$ cat src/rtl/urv_console_uart_if.sv
// rtl/urv_console_uart_if.sv - uRV dm_* data-memory bus between CPU and the console responder
interface urv_console_uart_if;
  logic [31:0] dm_addr_i;
  logic [31:0] dm_data_s_i;
  logic [3:0]  dm_data_select_i;
  logic        dm_store_i;
  logic        dm_load_i;
  logic [31:0] dm_data_l_o;
  logic        dm_store_done_o;
  logic        dm_load_done_o;

  modport master (
    output dm_addr_i, dm_data_s_i, dm_data_select_i, dm_store_i, dm_load_i,
    input  dm_data_l_o, dm_store_done_o, dm_load_done_o
  );

  modport slave (
    input  dm_addr_i, dm_data_s_i, dm_data_select_i, dm_store_i, dm_load_i,
    output dm_data_l_o, dm_store_done_o, dm_load_done_o
  );
endinterface

$ cat src/rtl/urv_console_uart.sv
// rtl/urv_console_uart.sv - console/test-status window with TX FIFO and 8N1 UART
module urv_console_uart #(
  parameter int          g_clk_div    = 868,
  parameter int          g_fifo_depth = 16,
  parameter logic [31:0] g_base_addr  = 32'h00100000
) (
  input  logic                 clk_i,
  input  logic                 rst_n_i,
  urv_console_uart_if.slave    dm,
  output logic                 txd_o,
  output logic                 test_done_o,
  output logic [31:0]          test_status_o
);

  localparam int AW = $clog2(g_fifo_depth);
  localparam int CW = $clog2(g_clk_div);
  localparam logic [AW:0]   c_depth  = (AW+1)'(g_fifo_depth);
  localparam logic [CW-1:0] c_div_m1 = CW'(g_clk_div - 1);

  localparam logic [1:0] S_IDLE  = 2'd0;
  localparam logic [1:0] S_START = 2'd1;
  localparam logic [1:0] S_DATA  = 2'd2;
  localparam logic [1:0] S_STOP  = 2'd3;

  logic [7:0]    mem [g_fifo_depth];
  logic [AW:0]   wptr, rptr, level;
  logic          full, empty, push, pop, overflow;
  logic [1:0]    state;
  logic [CW-1:0] baud;
  logic [2:0]    bit_cnt;
  logic [7:0]    shifter, rd_byte;
  logic          tx_busy;
  logic          hit, st, ld, tx_wr;
  logic [3:0]    off;
  logic [31:0]   status_word;
  logic          unused_sel;

  assign unused_sel = ^dm.dm_data_select_i[3:1];

  assign hit   = dm.dm_addr_i[31:4] == g_base_addr[31:4];
  assign off   = dm.dm_addr_i[3:0];
  assign st    = dm.dm_store_i & hit;
  assign ld    = dm.dm_load_i & hit & ~dm.dm_store_i;
  assign tx_wr = st & (off == 4'h0) & dm.dm_data_select_i[0];

  // Pointers carry one extra bit so level stays exact across rollover.
  assign level   = wptr - rptr;
  assign full    = level == c_depth;
  assign empty   = level == '0;
  assign rd_byte = mem[rptr[AW-1:0]];
  assign tx_busy = state != S_IDLE;
  assign pop     = ~empty & ((state == S_IDLE) | ((state == S_STOP) & (baud == '0)));
  assign push    = tx_wr & (~full | pop);

  assign status_word = {16'h0, 8'(level), 4'h0, overflow, tx_busy, empty, full};

  always_ff @(posedge clk_i) begin
    if (push) mem[wptr[AW-1:0]] <= dm.dm_data_s_i[7:0];
  end

  always_ff @(posedge clk_i or negedge rst_n_i) begin
    if (!rst_n_i) begin
      wptr <= '0;
      rptr <= '0;
    end else begin
      if (push) wptr <= wptr + 1'b1;
      if (pop)  rptr <= rptr + 1'b1;
    end
  end

  always_ff @(posedge clk_i or negedge rst_n_i) begin
    if (!rst_n_i) begin
      state   <= S_IDLE;
      baud    <= '0;
      bit_cnt <= '0;
      shifter <= '0;
      txd_o   <= 1'b1;
    end else begin
      case (state)
        S_IDLE: begin
          if (pop) begin
            shifter <= rd_byte;
            baud    <= c_div_m1;
            txd_o   <= 1'b0;
            state   <= S_START;
          end
        end
        S_START: begin
          if (baud == '0) begin
            baud    <= c_div_m1;
            bit_cnt <= '0;
            txd_o   <= shifter[0];
            shifter <= shifter >> 1;
            state   <= S_DATA;
          end else begin
            baud <= baud - 1'b1;
          end
        end
        S_DATA: begin
          if (baud == '0) begin
            baud <= c_div_m1;
            if (bit_cnt == 3'd7) begin
              txd_o <= 1'b1;
              state <= S_STOP;
            end else begin
              bit_cnt <= bit_cnt + 1'b1;
              txd_o   <= shifter[0];
              shifter <= shifter >> 1;
            end
          end else begin
            baud <= baud - 1'b1;
          end
        end
        default: begin
          // Chain straight into the next start bit when more bytes are queued.
          if (baud == '0) begin
            if (pop) begin
              shifter <= rd_byte;
              baud    <= c_div_m1;
              txd_o   <= 1'b0;
              state   <= S_START;
            end else begin
              state <= S_IDLE;
            end
          end else begin
            baud <= baud - 1'b1;
          end
        end
      endcase
    end
  end

  always_ff @(posedge clk_i or negedge rst_n_i) begin
    if (!rst_n_i) begin
      dm.dm_store_done_o <= 1'b0;
      dm.dm_load_done_o  <= 1'b0;
      dm.dm_data_l_o     <= '0;
      test_done_o        <= 1'b0;
      test_status_o      <= '0;
      overflow           <= 1'b0;
    end else begin
      dm.dm_store_done_o <= st;
      dm.dm_load_done_o  <= ld;
      if (tx_wr & full & ~pop) overflow <= 1'b1;
      if (st && off == 4'h4) begin
        test_done_o   <= 1'b1;
        test_status_o <= dm.dm_data_s_i;
      end
      if (st && off == 4'h8 && dm.dm_data_s_i[3]) overflow <= 1'b0;
      if (ld) begin
        case (off)
          4'h4:    dm.dm_data_l_o <= test_status_o;
          4'h8:    dm.dm_data_l_o <= status_word;
          default: dm.dm_data_l_o <= '0;
        endcase
      end
    end
  end

endmodule
$ cat src/flat_wrapper.sv
// flat-port wrapper written by rule: the top's interface ports become plain ports
module urv_console_uart_flat 
#(
  parameter int          g_clk_div    = 868,
  parameter int          g_fifo_depth = 16,
  parameter logic [31:0] g_base_addr  = 32'h00100000
)
  (clk_i, rst_n_i, txd_o, test_done_o, test_status_o, dm_dm_addr_i, dm_dm_data_s_i, dm_dm_data_select_i, dm_dm_store_i, dm_dm_load_i, dm_dm_data_l_o, dm_dm_store_done_o, dm_dm_load_done_o);
  urv_console_uart_if dm_i ();
  input  logic clk_i;
  input  logic rst_n_i;
  output logic txd_o;
  output logic test_done_o;
  output logic [31:0] test_status_o;
  input wire logic [$bits(dm_i.dm_addr_i)-1:0] dm_dm_addr_i;
  input wire logic [$bits(dm_i.dm_data_s_i)-1:0] dm_dm_data_s_i;
  input wire logic [$bits(dm_i.dm_data_select_i)-1:0] dm_dm_data_select_i;
  input wire logic [$bits(dm_i.dm_store_i)-1:0] dm_dm_store_i;
  input wire logic [$bits(dm_i.dm_load_i)-1:0] dm_dm_load_i;
  output wire logic [$bits(dm_i.dm_data_l_o)-1:0] dm_dm_data_l_o;
  output wire logic [$bits(dm_i.dm_store_done_o)-1:0] dm_dm_store_done_o;
  output wire logic [$bits(dm_i.dm_load_done_o)-1:0] dm_dm_load_done_o;
  assign dm_i.dm_addr_i = dm_dm_addr_i;
  assign dm_i.dm_data_s_i = dm_dm_data_s_i;
  assign dm_i.dm_data_select_i = dm_dm_data_select_i;
  assign dm_i.dm_store_i = dm_dm_store_i;
  assign dm_i.dm_load_i = dm_dm_load_i;
  assign dm_dm_data_l_o = dm_i.dm_data_l_o;
  assign dm_dm_store_done_o = dm_i.dm_store_done_o;
  assign dm_dm_load_done_o = dm_i.dm_load_done_o;
  urv_console_uart #(.g_clk_div(g_clk_div), .g_fifo_depth(g_fifo_depth), .g_base_addr(g_base_addr)) u_core (.clk_i(clk_i), .rst_n_i(rst_n_i), .dm(dm_i), .txd_o(txd_o), .test_done_o(test_done_o), .test_status_o(test_status_o));
endmodule
$ cat config.mk
export PLATFORM = sky130hd
export DESIGN_NAME = urv_console_uart_flat
export DESIGN_NICKNAME = d
export VERILOG_FILES = /design/src/rtl/urv_console_uart_if.sv /design/src/rtl/urv_console_uart.sv /design/src/flat_wrapper.sv
export SDC_FILE = /design/constraint.sdc
export NUM_CORES = 1
export LEC_CHECK = 0
export BUFFER_PORTS_ARGS = -buffer_cell sky130_fd_sc_hd__buf_2
export CELL_PAD_IN_SITES_DETAIL_PLACEMENT = 2
export CELL_PAD_IN_SITES_GLOBAL_PLACEMENT = 2
export CORE_MARGIN = 5
export CORE_UTILIZATION = 40
export CTS_CLUSTER_DIAMETER = 30
export DETAILED_ROUTE_END_ITERATION = 8
export PLACE_DENSITY = 0.76
export SLEW_MARGIN = 20
export SYNTH_ARGS = -nofsm -noshare
export SYNTH_HDL_FRONTEND = slang
export SYNTH_SLANG_ARGS = --single-unit
$ cat constraint.sdc
create_clock -name clk_i -period 5.12 [get_ports clk_i]
set_clock_uncertainty 0.2 [all_clocks]
set_input_delay 1.28 -clock clk_i [delete_from_list [all_inputs] [get_ports clk_i]]
set_output_delay 1.28 -clock clk_i [all_outputs]
set_load 0.02 [all_outputs]
==> results of run 1 <==
==> state kept, by name (all words and copies together), names as in the netlist <==
signal,flops
u_core.mem,128
u_core.dm.dm_data_l_o,32
u_core.test_status_o,32
u_core.baud,10
u_core.shifter,8
u_core.rptr,5
u_core.wptr,5
u_core.bit_cnt,3
u_core.state,2
u_core.dm.dm_load_done_o,1
u_core.dm.dm_store_done_o,1
u_core.overflow,1
u_core.test_done_o,1
u_core.txd_o,1
==> through the flow <==
| stage | instance area [sq um] | std cells | power (mW) |
|---|---|---|---|
| after floorplan | 9840 | 694 | 2.00 |
| after global placement | 10900 | 1132 | 2.06 |
| after detailed placement | 10900 | 1132 | 2.07 |
| after CTS | 12800 | 1234 | 5.61 |
| after global routing | 12800 | 1234 | 5.74 |
| final | 12800 | 1234 | 5.55 |
==> power groups by stage <==
| stage | Clock [mW] | Sequential, mW | Combinational (mW) |
|---|---|---|---|
| final | 3.51 | 1.96 | 0.0745 |
| after detailed placement | 0 | 2.00 | 0.0737 |
| after global routing | 3.70 | 1.96 | 0.0817 |
| after CTS | 3.58 | 1.96 | 0.0757 |
| after floorplan | 0 | 2.00 | 0.00549 |
| after global placement | 0 | 2.00 | 0.0676 |
==> worst max-delay path, cell delays in order (launching register included) <==
cell	delay (ps)
dfrtp_1	650
inv_2	350
ha_1	470
xnor2_1	350
a211oi_1	120
nor2_1	420
o311a_1	510
nand2_1	270
nor2_1	730
==> final cells by class <==
| type | count | area [sq um] | area share |
|---|---|---|---|
| clock buffer | 64 | 1440 | 0.112 |
| timing repair buffer | 150 | 792 | 0.0619 |
| sequential | 230 | 6400 | 0.500 |
| inverter | 15 | 56.3 | 0.00440 |
| clock inverter | 38 | 465 | 0.0364 |
| multi-input combinational | 413 | 3240 | 0.253 |
| tap | 324 | 405 | 0.0317 |
==> layout by cell type (no fill, tap or decap), drive strengths merged, types with 4 or more instances in the layout <==
master and n:
a22oi 8, dfrtp 101, a21oi 12, mux2 37, mux2i 17, nand3 6
nand2 85, ha 16, nand2b 7, mux4 32, clkbuf 64, buf 150
a211oi 8, xnor2 8, inv 25, nor2 30, edfxtp 128, nor3 23
clkinv 18, bufinv 6, a21o 4, xor2 7, clkinvlp 4, o21ai 60
nor4 10
==> cell families after synthesis <==
family | share of synthesized area
DFF | 0.650
and+or+nand+nor | 0.0877
AOI/OAI and AO/OA | 0.0722
muxes | 0.133
buffers and inverters | 0.0212
adders and majority gates | 0.0224
xor gates and xnor gates | 0.0134
==> worst paths after layout <==
kind / startpoint / to / slack [ps] / cells past startpoint
max: u_core.rptr[2] / u_core.mem[10][6] / 720 / 8
min: u_core.test_done_o / u_core.test_done_o / 260 / 1
max reg2reg: u_core.rptr[2] / u_core.mem[10][6] / 720 / 8
min reg2reg: u_core.test_done_o / u_core.test_done_o / 260 / 1
max in group asynchronous: rst_n_i / u_core.test_status_o[5] / 3280 / 2
min in group asynchronous: rst_n_i / u_core.shifter[6] / 580 / 1
==> metal layers <==
layer  track usage  wire length (um)
met1         0.266             12200
met2         0.411             17000
met3        0.0453              1590
met4        0.0637               625
met5       0.00696                 0
==> impl_metrics.toml, run 1 <==
[clock_network]
clock_path_buffers = 3
postCtsSetupBuffers = 0
tritoncts = "yes"
cts-root-buf = "clkbuf_16"
clkTransAtPathRegs_ps = 50
holdBufCountCts = 0
clock_latency_ps = 580
clock_sinks = 230
numCtsBuffers = 54
htreeDepth = 2
postCtsResizedCells = 0

[final_layout]
drive_above_1_share = 0.359
synthToLayoutAreaGrowth_pct = 30.0
postLayoutCoreUtil = 0.528
n_antenna_cell = 0
layout.nets = 953
fillers = 2257

[timing]
setup_tns_ps = 0
period_share = 0.859
maxSlewViolCount = 0
fin_crit_ps = 4400
max_freq_ghz = 0.227
worst_pin_slew_ps = 925
maxSlewHeadroom = 0.383
fin_hold_ws_ps = 263
rsz0062_at_grt = "false"
setup_ws_ps = 723
hold_viol_final = 0
setup_viol = 0

[route]
drt_iter0_drc = 359
viasPerCell = 5.45
routed_wl_um = 31500
dr.pass1.iters = 6
vias = 6729
ant_nets = 0
drt-wirelength-per-cell_um = 25.5
drc_errors = 0

[synthesis]
synth.distinct_cells = 61
syn-num-nets = 783
synth_edf_count = 128
netlist.area_leader.share = 0.391
syn_avg_cell_area_sq_um = 14.2
synth-seq-area-share = 0.650
synth_most_common_cell = "edfxtp_1"
yosysTopAreaCell = "edfxtp_1"
yosys_warnings = 0
synth_common_cells = "128 x edfxtp_1, 101 x dfrtp_1, 85 x nand2_1, 57 x o21ai_0, 37 x mux2_2"
synth_flop_cell = "edfxtp_1"
netlist_instances = 694
ys_ff_latch = 230
async_flop_share = 0.443
synth.area.top_cells = "edfxtp_1 39%, dfrtp_1 26%, mux4_2 7.3%, mux2_2 4.2%, nand2_1 3.2%"
netlist_area_sq_um = 9840

[outcome]
status = "finished clean"

[floorplan]
rows = 57
die_area_sq_um = 27800
die_x_um = 167
core_area_sq_um = 24200
start_util = 0.406
pin_count = 140
die_y_um = 167

[placement]
port_buffers = 136
hpwlAfterDp_um = 19500
gp_congestion = 0.864
place_ws_ps = 694

[power]
powerDensity_nw_per_um2 = 434
p_sw_frac = 0.221
p_comb_frac = 0.013
leakage_nw = 5.40
power_frac_clock = 0.633
p_switching_mw = 1.23
p_int_mw = 4.32
seqPwrFrac = 0.354
irDropWorstVdd_v = 0.000305

[setup_path]
cp.required_ps = 5110
worstSetupStartpointType = "register"
worstPathArrival_ps = 4380
cp-end-kind = "register"
crit_type = "register to register"
cp_max_fo = 15

[global_routing]
grt_max_degree = 77
grt_first_pass_wirelength_um = 48400
grt_usage = 0.224
grt_pass1_vias = 7808
grt_overflow = 0
antenna_found_initial = 0

[run]
maxCapViolations = 0

[worst_hold_path]
hp-class = "register to register"
Power figures use the tool's default switching activity.
==> inputs of run 2 (changes only) <==
RECOVER_POWER = 25   (was default)
==> impl_metrics.toml, run 2 (synthesis gave the netlist of run 1 again) <==
[timing]
maxSlewHeadroom = -0.344
maxSlewViolCount = 77
period_share = 0.864
max_freq_ghz = 0.226
worst_pin_slew_ps = 2020
rsz0062_at_grt = "false"
setup_tns_ps = 0
hold_viol_final = 0
fin_crit_ps = 4420
setup_viol = 0
fin_hold_ws_ps = 262

[final_layout]
drive_above_1_share = 0.351
layout.nets = 953
layout_common_cells = "128 x edfxtp_1, 127 x buf_2, 100 x dfrtp_1, 85 x nand2_1, 57 x o21ai_0"
synthToLayoutAreaGrowth_pct = 29.9
n_antenna_cell = 0
largest_register_ffs = 128
final_common_cell = "edfxtp_1"

[power]
leakage_nw = 5.38
irDropWorstVdd_v = 0.000305
powerDensity_nw_per_um2 = 434
p_total_mw = 5.55

[setup_path]
crit_type = "register to register"
cp_max_fo = 15
path_buf_inv = 1
max_stage_delay_ps = 730
worstPathArrival_ps = 4410
rrSetupSlack_ps = 700
path_cells = "inv_2 -> ha_1 -> xnor2_1 -> a211oi_1 -> nor2_1 -> o311a_1 -> nand2_1 -> nor2_1"
critical-path-top-delay-family = "simple AND/OR/NAND/NOR gates"
cp-end-kind = "register"
cp.required_ps = 5110
worstSetupStartpointType = "register"
cp_slowest_cell = "nor2_1"
critPathMostFrequentCell = "nor2_1"

[route]
viasPerCell = 5.46
drc_errors = 0
vias = 6732
ant_nets = 0
drt_iter0_drc = 348
dr.pass1.iters = 7
drt-wirelength-per-cell_um = 25.5
routed_wl_um = 31500

[global_routing]
grt_usage = 0.224
grt_max_degree = 77
grt_pass1_vias = 7808
grt_overflow = 0
grt_first_pass_wirelength_um = 48400
antenna_found_initial = 0

[outcome]
status = "complete, but fails checks"
violations = "max-capacitance violations, max-slew violations"

[clock_network]
clock_sinks = 230
tritoncts = "yes"
numCtsBuffers = 54
cts-root-buf = "clkbuf_16"
holdBufCountCts = 0
postCtsSetupBuffers = 0
clock_path_buffers = 3
clkTransAtPathRegs_ps = 50
postCtsResizedCells = 0
htreeDepth = 2
clock_latency_ps = 580

[floorplan]
rows = 57
die_x_um = 167
die_area_sq_um = 27800
start_util = 0.406
pin_count = 140
die_y_um = 167
core_area_sq_um = 24200

[placement]
hpwlAfterDp_um = 19500
gp_congestion = 0.864
port_buffers = 136

[worst_hold_path]
hp-class = "register to register"

[run]
maxCapViolations = 1
## run 2: cell type report
cell class | instances | area (sq um)
Inverter | 15 | 56.3
Clock buffer | 64 | 1440
Tap cell | 324 | 405
Clock inverter | 38 | 465
Timing Repair Buffer | 150 | 776
Multi-Input combinational cell | 413 | 3240
Sequential cell | 230 | 6400
Fill cell | 2262 | 11500
## run 2: layer usage
layer / routed length (um) / up-vias / GRT usage
li1: - / 2962 / -
met1: 12100 / 3522 / 0.266
met2: 17200 / 202 / 0.411
met3: 1550 / 46 / 0.0453
met4: 591 / 0 / 0.0637
met5: 0 / - / 0.00696
## run 2: report_power, final
group / switching (mW) / internal (mW) / total [mW] / leakage (nW)
sequential: 0.00000000213 / 1.96 / 1.96 / 2.50
clock: 1.18 / 2.34 / 3.51 / 0.920
combinational: 0.0527 / 0.0202 / 0.0729 / 1.96
## run 2: path summary, 6_finish.rpt
path,from,end,depth (start not counted)
max in group asynchronous,rst_n_i,u_core.rptr[0],1
setup / recovery,u_core.rptr[2],u_core.mem[10][6],8
min in group asynchronous,rst_n_i,u_core.overflow,1
hold reg to reg,u_core.test_done_o,u_core.test_done_o,1
setup reg to reg,u_core.rptr[2],u_core.mem[10][6],8
hold / removal,u_core.test_done_o,u_core.test_done_o,1
## run 2: stage by stage
step / worst slack, ps / instance area [sq um] / utilization / std cells
final: 698 / 12800 / 0.527 / 1234
after global routing: 442 / 12800 / 0.527 / 1234
after CTS: 661 / 12800 / 0.528 / 1234
after detailed placement: 694 / 10900 / 0.449 / 1132
after global placement: 865 / 10900 / 0.449 / 1132
after floorplan: 1340 / 9840 / - / 694
==> inputs of run 3 (changes only) <==
ABC_AREA = 1   (was default)
ABC_CLOCK_PERIOD_IN_PS = 3900   (was default)
CORE_UTILIZATION = 32   (was 40)
PLACE_DENSITY = 0.73   (was 0.76)
clock period = 3.9 ns   (was 5.12 ns; I/O delays follow)
==> impl_metrics.toml, run 3 <==
[power]
leakage_nw = 6.86
irDropWorstVdd_v = 0.000400
powerDensity_nw_per_um2 = 562

[floorplan]
die_x_um = 194
core_area_sq_um = 33400
pin_count = 140
rows = 67
die_area_sq_um = 37600
start_util = 0.324
die_y_um = 194

[route]
dr.pass1.iters = 4
ant_nets = 0
routed_wl_um = 37600
drc_errors = 0
drt-wirelength-per-cell_um = 19.8
drt_iter0_drc = 415
vias = 9211
viasPerCell = 4.85

[clock_network]
clock_sinks = 230
postCtsSetupBuffers = 0
tritoncts = "yes"
clkTransAtPathRegs_ps = 50
numCtsBuffers = 61
cts-root-buf = "clkbuf_16"
clock_latency_ps = 600
postCtsResizedCells = 0
holdBufCountCts = 0
clock_path_buffers = 3
htreeDepth = 2

[global_routing]
grt_pass1_vias = 10554
antenna_found_initial = 1
grt_usage = 0.199
grt_first_pass_wirelength_um = 59700
grt_overflow = 0
grt_max_degree = 74

[synthesis]
muxShareOfSynthArea = 0
netlist_instances = 1222
async_flop_share = 0.443
syn_avg_cell_area_sq_um = 8.87
synth_flop_cell = "edfxtp_1"
yosys.area_share.simple = 0.273
ys_ff_latch = 230
synth-compound-area-share = 0.0305
netlist_area_sq_um = 10800
synth.area.top_cells = "edfxtp_1 35%, dfrtp_1 23%, nand2_1 14%, nand3_1 7.0%, inv_1 4.9%"
yosys_warnings = 0
synth_edf_count = 128
synth_top_family_by_area = "simple AND/OR/NAND/NOR gates"
netlist.area_leader.share = 0.355
synth-seq-area-share = 0.590
synth_xor_area_frac = 0.00970
syn-num-nets = 1311
synthAdderAreaFrac = 0.0203
yosysTopAreaCell = "edfxtp_1"
synth.distinct_cells = 39
synth_common_cells = "409 x nand2_1, 152 x nand3_1, 141 x inv_1, 128 x edfxtp_1, 101 x dfrtp_1"
synth_most_common_cell = "nand2_1"

[placement]
dp_cells = 1786
port_buffers = 136
gp_congestion = 0.750
place_area_sq_um = 12100
hpwlAfterDp_um = 23400

[final_layout]
layout_common_cells = "409 x nand2_1, 152 x nand3_1, 140 x inv_1, 128 x buf_2, 128 x edfxtp_1"
fillers = 3648
final_common_cell = "nand2_1"
layout.nets = 1490
instances_no_fill = 1900
design_area_sq_um = 14300
largest_register_ffs = 128
synthToLayoutAreaGrowth_pct = 31.5
drive_above_1_share = 0.195

[outcome]
status = "complete, but fails checks"
violations = "max-capacitance violations, max-slew violations"

[setup_path]
cp-end-kind = "register"
crit_type = "register to register"
worstPathArrival_ps = 3640
cp.required_ps = 3990
cp_max_fo = 12
worstSetupStartpointType = "register"

[timing]
fin_crit_ps = 3550
setup_tns_ps = 0
hold_viol_final = 0
maxSlewViolCount = 36
maxSlewHeadroom = -0.505
fin_hold_ws_ps = 266
rsz0062_at_grt = "false"
worst_pin_slew_ps = 2260
max_freq_ghz = 0.282
period_share = 0.910
setup_viol = 0

[worst_hold_path]
hp-class = "register to register"

[run]
maxCapViolations = 1
-- run 3: cell count changes in the layout (fill, tap and decap cells not counted), sizes merged, moves of 17 or more --
cell   delta
nand2   +333
nand3   +148
inv     +121
nor2     +72
mux2     -37
mux4     -32
o21ai    -26
mux2i    -17
-- run 3: final cells by class --
cell class	count	area [sq um]	area share
clock inverter	35	554	0.0389
inverter	148	556	0.0390
tap	448	561	0.0393
antenna	1	2.50	0.000176
clock buffer	78	1650	0.116
sequential	230	6400	0.449
multi-input combinational	795	3620	0.254
timing repair buffer	165	913	0.0641
-- run 3: power by group --
part           internal, mW  switching, mW  total, mW
Combinational        0.0296         0.0757      0.105
Sequential             2.58  0.00000000759       2.58
Clock                  3.75           1.58       5.33
-- run 3: per-stage QoR --
step / util / setup WS [ps] / total power, mW
floorplan: - / 756 / 2.63
global placement: 0.361 / 598 / 2.73
detailed placement: 0.361 / 483 / 2.73
CTS: 0.426 / 354 / 8.11
global route: 0.426 / 241 / 8.27
finish: 0.426 / 352 / 8.02
-- run 3: final timing paths --
path                            slack [ps]  depth (start not counted)               start            endpoint
worst max-delay path                   350                         11      u_core.rptr[2]    u_core.mem[3][7]
worst min-delay path                   270                          2  u_core.test_done_o  u_core.test_done_o
worst max register to register         350                         11      u_core.rptr[2]    u_core.mem[3][7]
worst min register to register         270                          2  u_core.test_done_o  u_core.test_done_o
max in group asynchronous             1170                          1             rst_n_i      u_core.rptr[0]
min in group asynchronous              880                          1             rst_n_i      u_core.rptr[1]
-- run 3: layer usage --
layer  global-route usage  part of all wire
met2                0.356              0.51
met1                0.239              0.41
met4               0.0547             0.022
met5                    0                 0
met3               0.0497             0.055
-- run 3: critical path, cell delays in order (launching register included) --
cell     delay [ps]
dfrtp_1         760
inv_2           260
ha_1            430
or2_1           260
nand3_1         120
nand2_1         120
nand2_1         100
nor2_2           50
nand2_4         130
nand3_1         320
nor2_1          300
buf_4           190
-- run 3: logic make-up after synthesis --
| family | after synthesis |
|---|---|
| AND/OR/NAND/NOR | 702 |
| flip-flops | 230 |
| buffers and inverters | 197 |
| AO/OA/AOI/OAI | 64 |
| adder cells (fa/ha/maj) | 17 |
| XOR/XNOR | 12 |
